## src/rtl/ram_write_buffer_pkg.sv

```systemverilog
`default_nettype none
// +----------------------------------------------------------------------------+
// | Package     : ram_write_buffer_pkg                                         |
// | Description : Shared state encoding and width constants for the RAM write  |
// |               buffer that sits downstream of the file loader.              |
// | Revision    : 1.0 - initial release                                        |
// +----------------------------------------------------------------------------+
package ram_write_buffer_pkg;

  // Controller state encoding.
  typedef enum logic [1:0] {
    IDLE  = 2'd0,
    RUN   = 2'd1,
    DRAIN = 2'd2,
    DONE  = 2'd3
  } state_t;

  localparam int c_ADDR_W = 16;
  localparam int c_DATA_W = 8;

  // First RAM address the loader writes to; bytes before it are reserved.
  localparam logic [c_ADDR_W-1:0] c_LOADER_START_ADDR = 16'h000F;

endpackage
`default_nettype wire

```

## src/rtl/ram_write_buffer_if.sv

```systemverilog
`default_nettype none
// +----------------------------------------------------------------------------+
// | Interface   : ram_write_buffer_if                                          |
// | Description : Loader byte-write stream plus the RAM req/ack write port.    |
// |   in_write/in_addr/in_data : loader byte strobe, address and data         |
// |   in_ready                 : buffer can take a byte this cycle            |
// |   ram_req/ram_addr/ram_data: RAM write request and head-of-FIFO payload   |
// |   ram_ack                  : RAM accepted the current request             |
// |   Modport slave is the buffer's view, master the environment's view.      |
// | Revision    : 1.0 - initial release                                        |
// +----------------------------------------------------------------------------+
interface ram_write_buffer_if
  import ram_write_buffer_pkg::*;
#(
  parameter int ADDR_W = c_ADDR_W,
  parameter int DATA_W = c_DATA_W
);

  logic              in_write;
  logic [ADDR_W-1:0] in_addr;
  logic [DATA_W-1:0] in_data;
  logic              in_ready;
  logic              ram_req;
  logic [ADDR_W-1:0] ram_addr;
  logic [DATA_W-1:0] ram_data;
  logic              ram_ack;

  modport slave (
    input  in_write, in_addr, in_data, ram_ack,
    output in_ready, ram_req, ram_addr, ram_data
  );

  modport master (
    output in_write, in_addr, in_data, ram_ack,
    input  in_ready, ram_req, ram_addr, ram_data
  );

endinterface
`default_nettype wire

```

## src/rtl/ram_write_buffer_sync_fifo.sv

```systemverilog
`default_nettype none
// +----------------------------------------------------------------------------+
// | Module      : sync_fifo                                                    |
// | Description : Single-clock FIFO with extra-MSB pointers. No write-through: |
// |               full/empty reflect current state only, so a pop never frees  |
// |               a slot for a push in the same cycle.                         |
// |   clk, RST (async active-low), clr (sync pointer clear)                   |
// |   push/wdata, pop/rdata (head, always visible), full, empty               |
// | Revision    : 1.0 - initial release                                        |
// +----------------------------------------------------------------------------+
module sync_fifo #(
  parameter int WIDTH = 24,
  parameter int DEPTH = 4   // power of two, at least 2
) (
  input  logic             clk,
  input  logic             RST,
  input  logic             clr,
  input  logic             push,
  input  logic [WIDTH-1:0] wdata,
  input  logic             pop,
  output logic [WIDTH-1:0] rdata,
  output logic             full,
  output logic             empty
);

  localparam int c_PTR_W = $clog2(DEPTH) + 1;
  // Pointer XOR pattern that means "same slot, one lap apart".
  localparam logic [c_PTR_W-1:0] c_FULL_XOR = {1'b1, {(c_PTR_W-1){1'b0}}};

  logic [WIDTH-1:0]   r_mem [DEPTH];
  logic [c_PTR_W-1:0] r_wrPtr;
  logic [c_PTR_W-1:0] r_rdPtr;

  assign full  = (r_wrPtr ^ r_rdPtr) == c_FULL_XOR;
  assign empty = r_wrPtr == r_rdPtr;
  assign rdata = r_mem[r_rdPtr[c_PTR_W-2:0]];

  // Storage is reset too so the head output reads zero out of reset.
  always_ff @(posedge clk or negedge RST) begin
    if (!RST) begin
      r_wrPtr <= '0;
      r_rdPtr <= '0;
      for (int i = 0; i < DEPTH; i++) begin
        r_mem[i] <= '0;
      end
    end else if (clr) begin
      r_wrPtr <= '0;
      r_rdPtr <= '0;
    end else begin
      if (push && !full) begin
        r_mem[r_wrPtr[c_PTR_W-2:0]] <= wdata;
        r_wrPtr <= r_wrPtr + 1'b1;
      end
      if (pop && !empty) begin
        r_rdPtr <= r_rdPtr + 1'b1;
      end
    end
  end

endmodule
`default_nettype wire

```

## src/rtl/ram_write_buffer.sv

```systemverilog
`default_nettype none
// +----------------------------------------------------------------------------+
// | Module      : ram_write_buffer                                             |
// | Description : Buffers the loader's byte writes in a small FIFO and drains  |
// |               them to the shared RAM port over req/ack, counting committed |
// |               bytes against a programmed transfer length.                  |
// |   clk, RST (async active-low)                                             |
// |   start, xfer_len : arm a transfer (honoured in IDLE/DONE only)           |
// |   bus (slave)     : loader byte stream in, RAM write port out             |
// |   busy, done      : RUN/DRAIN and DONE levels                             |
// |   overflow        : sticky, byte offered while not ready during transfer  |
// |   bytes_written   : acknowledged RAM writes in the current transfer       |
// | Revision    : 1.0 - initial release                                        |
// +----------------------------------------------------------------------------+
module ram_write_buffer
  import ram_write_buffer_pkg::*;
#(
  parameter int ADDR_W = c_ADDR_W,
  parameter int DATA_W = c_DATA_W,
  parameter int DEPTH  = 4,
  parameter int LEN_W  = 16
) (
  input  logic                 clk,
  input  logic                 RST,
  input  logic                 start,
  input  logic [LEN_W-1:0]     xfer_len,
  ram_write_buffer_if.slave    bus,
  output logic                 busy,
  output logic                 done,
  output logic                 overflow,
  output logic [LEN_W-1:0]     bytes_written
);

  state_t                  r_state;
  state_t                  w_nextState;
  logic [LEN_W-1:0]        r_len;
  logic [LEN_W-1:0]        r_accepted;
  logic [LEN_W-1:0]        r_bytesWritten;
  logic                    r_overflow;

  logic                    w_active;
  logic                    w_startOk;
  logic                    w_inReady;
  logic                    w_push;
  logic                    w_pop;
  logic                    w_ramReq;
  logic                    w_overflowEv;
  logic                    w_fifoFull;
  logic                    w_fifoEmpty;
  logic [ADDR_W+DATA_W-1:0] w_head;
  logic [LEN_W-1:0]        w_accNext;
  logic [LEN_W-1:0]        w_wrNext;

  assign w_active  = (r_state == RUN) || (r_state == DRAIN);
  assign w_startOk = start && ((r_state == IDLE) || (r_state == DONE));

  // Depends on registered state only, never on in_write.
  assign w_inReady    = (r_state == RUN) && !w_fifoFull && (r_accepted < r_len);
  assign w_push       = bus.in_write && w_inReady;
  assign w_overflowEv = bus.in_write && !w_inReady && w_active;

  // Gated by state so an async reset drops the request immediately.
  assign w_ramReq = w_active && !w_fifoEmpty;
  assign w_pop    = w_ramReq && bus.ram_ack;

  // Counter values after this cycle's push/pop; the FSM compares these so it
  // leaves RUN/DRAIN on the same edge the count reaches the length.
  assign w_accNext = r_accepted + {{(LEN_W-1){1'b0}}, w_push};
  assign w_wrNext  = r_bytesWritten + {{(LEN_W-1){1'b0}}, w_pop};

  sync_fifo #(
    .WIDTH (ADDR_W + DATA_W),
    .DEPTH (DEPTH)
  ) u_fifo (
    .clk   (clk),
    .RST   (RST),
    .clr   (w_startOk),
    .push  (w_push),
    .wdata ({bus.in_addr, bus.in_data}),
    .pop   (w_pop),
    .rdata (w_head),
    .full  (w_fifoFull),
    .empty (w_fifoEmpty)
  );

  always_ff @(posedge clk or negedge RST) begin
    if (!RST) begin
      r_state <= IDLE;
    end else begin
      r_state <= w_nextState;
    end
  end

  always_comb begin
    w_nextState = r_state;
    case (r_state)
      IDLE, DONE: begin
        if (w_startOk) begin
          w_nextState = (xfer_len == '0) ? DONE : RUN;
        end
      end
      RUN: begin
        if (w_accNext == r_len) begin
          w_nextState = DRAIN;
        end
      end
      DRAIN: begin
        if (w_wrNext == r_len) begin
          w_nextState = DONE;
        end
      end
      default: w_nextState = IDLE;
    endcase
  end

  always_ff @(posedge clk or negedge RST) begin
    if (!RST) begin
      r_len          <= '0;
      r_accepted     <= '0;
      r_bytesWritten <= '0;
      r_overflow     <= 1'b0;
    end else if (w_startOk) begin
      r_len          <= xfer_len;
      r_accepted     <= '0;
      r_bytesWritten <= '0;
      r_overflow     <= 1'b0;
    end else begin
      r_accepted     <= w_accNext;
      r_bytesWritten <= w_wrNext;
      if (w_overflowEv) begin
        r_overflow <= 1'b1;
      end
    end
  end

  assign bus.in_ready = w_inReady;
  assign bus.ram_req  = w_ramReq;
  assign bus.ram_addr = w_head[ADDR_W+DATA_W-1:DATA_W];
  assign bus.ram_data = w_head[DATA_W-1:0];

  assign busy          = w_active;
  assign done          = (r_state == DONE);
  assign overflow      = r_overflow;
  assign bytes_written = r_bytesWritten;

endmodule
`default_nettype wire

```

## src/flat_wrapper.sv

```systemverilog
// flat-port wrapper written by rule: the top's interface ports become plain ports
module ram_write_buffer_flat import ram_write_buffer_pkg::*;
#(
  parameter int ADDR_W = c_ADDR_W,
  parameter int DATA_W = c_DATA_W,
  parameter int DEPTH  = 4,
  parameter int LEN_W  = 16
)
  (clk, RST, start, xfer_len, busy, done, overflow, bytes_written, bus_in_write, bus_in_addr, bus_in_data, bus_ram_ack, bus_in_ready, bus_ram_req, bus_ram_addr, bus_ram_data);
  ram_write_buffer_if #(.ADDR_W(ADDR_W), .DATA_W(DATA_W)) bus_i ();
  input  logic clk;
  input  logic RST;
  input  logic start;
  input  logic [LEN_W-1:0] xfer_len;
  output logic busy;
  output logic done;
  output logic overflow;
  output logic [LEN_W-1:0] bytes_written;
  input wire logic [$bits(bus_i.in_write)-1:0] bus_in_write;
  input wire logic [$bits(bus_i.in_addr)-1:0] bus_in_addr;
  input wire logic [$bits(bus_i.in_data)-1:0] bus_in_data;
  input wire logic [$bits(bus_i.ram_ack)-1:0] bus_ram_ack;
  output wire logic [$bits(bus_i.in_ready)-1:0] bus_in_ready;
  output wire logic [$bits(bus_i.ram_req)-1:0] bus_ram_req;
  output wire logic [$bits(bus_i.ram_addr)-1:0] bus_ram_addr;
  output wire logic [$bits(bus_i.ram_data)-1:0] bus_ram_data;
  assign bus_i.in_write = bus_in_write;
  assign bus_i.in_addr = bus_in_addr;
  assign bus_i.in_data = bus_in_data;
  assign bus_i.ram_ack = bus_ram_ack;
  assign bus_in_ready = bus_i.in_ready;
  assign bus_ram_req = bus_i.ram_req;
  assign bus_ram_addr = bus_i.ram_addr;
  assign bus_ram_data = bus_i.ram_data;
  ram_write_buffer #(.ADDR_W(ADDR_W), .DATA_W(DATA_W), .DEPTH(DEPTH), .LEN_W(LEN_W)) u_core (.clk(clk), .RST(RST), .start(start), .xfer_len(xfer_len), .bus(bus_i), .busy(busy), .done(done), .overflow(overflow), .bytes_written(bytes_written));
endmodule
```

## config.mk

```make
export PLATFORM = sky130hd
export DESIGN_NAME = ram_write_buffer_flat
export DESIGN_NICKNAME = d
export VERILOG_FILES = /design/src/rtl/ram_write_buffer_pkg.sv /design/src/rtl/ram_write_buffer_if.sv /design/src/rtl/ram_write_buffer_sync_fifo.sv /design/src/rtl/ram_write_buffer.sv /design/src/flat_wrapper.sv
export SDC_FILE = /design/constraint.sdc
export NUM_CORES = 1
export LEC_CHECK = 0
export BUFFER_PORTS_ARGS = -buffer_cell sky130_fd_sc_hd__buf_4
export CORE_ASPECT_RATIO = 1.2
export CORE_UTILIZATION = 40
export DETAILED_ROUTE_END_ITERATION = 8
export PLACE_DENSITY = 0.57
export SKIP_LAST_GASP = 1
export SYNTH_ARGS = -nofsm -noshare
export SYNTH_HDL_FRONTEND = slang
export SYNTH_SLANG_ARGS = --single-unit
export TNS_END_PERCENT = 5
```

## constraint.sdc

```tcl
create_clock -name clk -period 6.2 [get_ports clk]
set_input_delay 0.31 -clock clk [delete_from_list [all_inputs] [get_ports clk]]
set_output_delay 0.31 -clock clk [all_outputs]
set_load 0.1 [all_outputs]
```

==> impl_metrics.json <==
{
  "status": "finished clean",
  "worst_pin_slew_ns": 0.965,
  "area_growth_syn_to_layout_pct": 19.3,
  "vias": 5551,
  "post_cts_buffers": 0,
  "start_util": 0.409,
  "slew_viol_final": 0,
  "synth_commonest_cells": "dfrtp_1 (153), mux2_2 (94), nor2_1 (43), nand2_1 (41), xnor2_1 (38)",
  "clk_latency_ns": 0.43,
  "fin_setup_tns_ns": 0,
  "drtAntennaViolNets": 0,
  "regToRegSetupSlack_ns": 1.36,
  "synth.distinct_cells": 53,
  "clk_pin_slew_worst_paths_ns": 0.06,
  "hpwlAfterDp_microns": 14000,
  "antenna_found_initial": 0,
  "place_congestion": 0.902,
  "drtIter0Drc": 306,
  "arrival_ns": 5.15,
  "die_x_microns": 131,
  "post-route-util": 0.488,
  "dieHeight_microns": 157,
  "ys_seq_area_frac": 0.479,
  "post-route-period-util": 0.781,
  "synth_warnings": 0,
  "cts_inserted_buffers": 17,
  "via_per_inst": 5.46,
  "grt_use_total": 0.203,
  "rows": 56,
  "worstPathMaxFanout": 10,
  "core-area_sq_um": 19500,
  "synthTopCellsByArea": "dfrtp_1 (48%), mux2_2 (13%), mux4_2 (6.8%), ha_1 (4.2%), xnor2_1 (4.2%)",
  "fin_crit_ns": 4.84,
  "clockRootBuffer": "clkbuf_16",
  "power.leakage_uw": 0.00432,
  "synth_seq_cells": 153,
  "cts_tree": "yes",
  "wl_per_cell_microns": 19.7,
  "grt_pass1_vias": 5740,
  "io-pin-count": 90,
  "syn_inst": 662,
  "dp.cells": 985,
  "grt_max_degree": 80,
  "crit_required_ns": 6.51,
  "synth-edff-count": 0,
  "max-vdd-ir-drop_mv": 0.416,
  "power_density_nw_per_um2": 553,
  "yosysTopAreaCellShare": 0.479,
  "dr.pass1.iters": 5,
  "fin_nets": 816,
  "grt_overflow": 0,
  "maxSlewHeadroom": 0.357,
  "worstSetupPathType": "reg2reg",
  "port_buffers": 89,
  "hold_viol_final": 0,
  "cts_max_level": 4,
  "async_reset_ff_frac": 1.00,
  "yosysTopAreaCell": "dfrtp_1",
  "synth.most_common_cell": "dfrtp_1",
  "drcViolationCount": 0,
  "diodes": 0,
  "clockBufferDepth": 2,
  "hold_path.class": "in2reg",
  "setup_viol": 0,
  "endpoint_kind": "flip-flop",
  "grt_first_pass_wirelength_microns": 31100,
  "skew_ns": 0.0105,
  "synth.avg_cell_area_sq_um": 12.1,
  "syn_area_sq_um": 8000,
  "wl_microns": 20000,
  "rsz0062_at_grt": "no",
  "power_uw": 5270,
  "timing.fmax_mhz": 207,
  "placed_area_sq_um": 8910,
  "dieArea_sq_um": 20600,
  "syn_nets": 734,
  "synth_top_flop_cell": "dfrtp_1",
  "stdcell_area_sq_um": 9540,
  "maxCapViolCount": 0,
  "cts_sinks": 153,
  "final_cells": 1017,
  "drive_gt1_frac": 0.340,
  "worstSetupStartpointType": "flip-flop"
}
[logic make-up (layout without fill, tap and decap cells)]
logic type	after synthesis	count (layout)	share of synthesized area
compound gates	73	73	0.0590
xor+xnor	57	57	0.0693
fa+ha+maj	27	27	0.0422
buf+inv	62	156	0.0313
flops	153	153	0.479
mux	126	126	0.210
simple gates	164	164	0.109
[metrics by stage]
stage,setup WS (ns),hold WS (ns)
after floorplan,1.43,0.0144
final,1.36,0.101
after global routing,1.07,0.0965
after global placement,1.61,0.382
after detailed placement,1.47,0.401
after CTS,1.40,0.0862
[timing repair]
item,4_1_cts,5_1_grt
resized for setup,0,0
hold endpoints to repair,78,0
hold buffers,1,0
[report_power, final]
group / leakage (uW) / total (uW) / internal, uW / switching (uW)
Sequential: 0.00195 / 1610 / 1360 / 253
Combinational: 0.00207 / 2580 / 875 / 1700
Clock: 0.000300 / 1080 / 643 / 442
[critical path, cell delays in order, from the launching register on]
cell and delay [ns]:
dfrtp_1 0.37, inv_1 0.20, ha_1 0.30, a21o_1 0.19, a21o_1 0.17, a21oi_1 0.13
o21ai_0 0.09, a21oi_1 0.23, o211ai_1 0.40, inv_1 0.20, ha_1 0.24, nand4_1 0.29
nor4_4 0.29, xnor2_1 0.12, or4_1 0.53, or4_1 0.49, nor3_2 0.22, a21oi_1 0.09
a21o_1 0.17
[registers in the layout, summed over array words and instances, names as in the netlist]
| signal | count |
|---|---|
| u_core.u_fifo.r_rdPtr | 3 |
| u_core.r_accepted | 16 |
| u_core.bytes_written | 16 |
| u_core.overflow | 1 |
| u_core.u_fifo.r_mem | 96 |
| u_core.u_fifo.r_wrPtr | 3 |
| u_core.r_len | 16 |
| u_core.r_state | 2 |
[routing by layer]
metal	routed length [microns]	vias up	GRT usage	share of wire
li1	-	2547	-	-
met2	10200	132	0.348	0.51
met3	805	29	0.0427	0.040
met4	538	0	0.0755	0.027
met5	0	-	0	0
met1	8490	2843	0.250	0.42
[worst paths after layout]
kind | endpoint | depth (start not counted) | start
worst max-delay path | u_core.r_state[0] | 18 | u_core.r_len[5]
worst min-delay path | u_core.r_len[11] | 3 | xfer_len[11]
worst max register to register | u_core.r_state[0] | 18 | u_core.r_len[5]
worst min register to register | u_core.u_fifo.r_mem[40] | 1 | u_core.u_fifo.r_mem[40]
max in group asynchronous | u_core.u_fifo.r_rdPtr[0] | 3 | RST
min in group asynchronous | u_core.r_len[6] | 2 | RST
[layout by cell type, fill, tap and decap left out, types with 4 or more instances in the layout]
| cell | n |
|---|---|
| inv_1 | 26 |
| mux2i_1 | 6 |
| xnor3_1 | 4 |
| buf_4 | 96 |
| nor4_1 | 12 |
| nand3_1 | 11 |
| ha_1 | 27 |
| nor2_1 | 43 |
| nand2_1 | 41 |
| o21ai_0 | 25 |
| a21oi_1 | 14 |
| clkinv_4 | 4 |
| clkbuf_16 | 17 |
| and2_1 | 4 |
| dfrtp_1 | 152 |
| or4_1 | 4 |
| mux4_2 | 24 |
| nand2b_1 | 4 |
| nor3_1 | 7 |
| xnor2_1 | 38 |
| a21o_1 | 11 |
| nand4_1 | 13 |
| and4_1 | 5 |
| mux2_2 | 94 |
| xor2_1 | 15 |
[final cells by class]
type,count,area (sq um)
clock buffers,17,425
well taps,261,327
multi-input cells,447,3930
flip-flops and latches,153,3830
repair buffers,98,742
inverters,27,101
clock inverters,14,189
fillers,1780,10000
(Power assumes the default switching activity.)
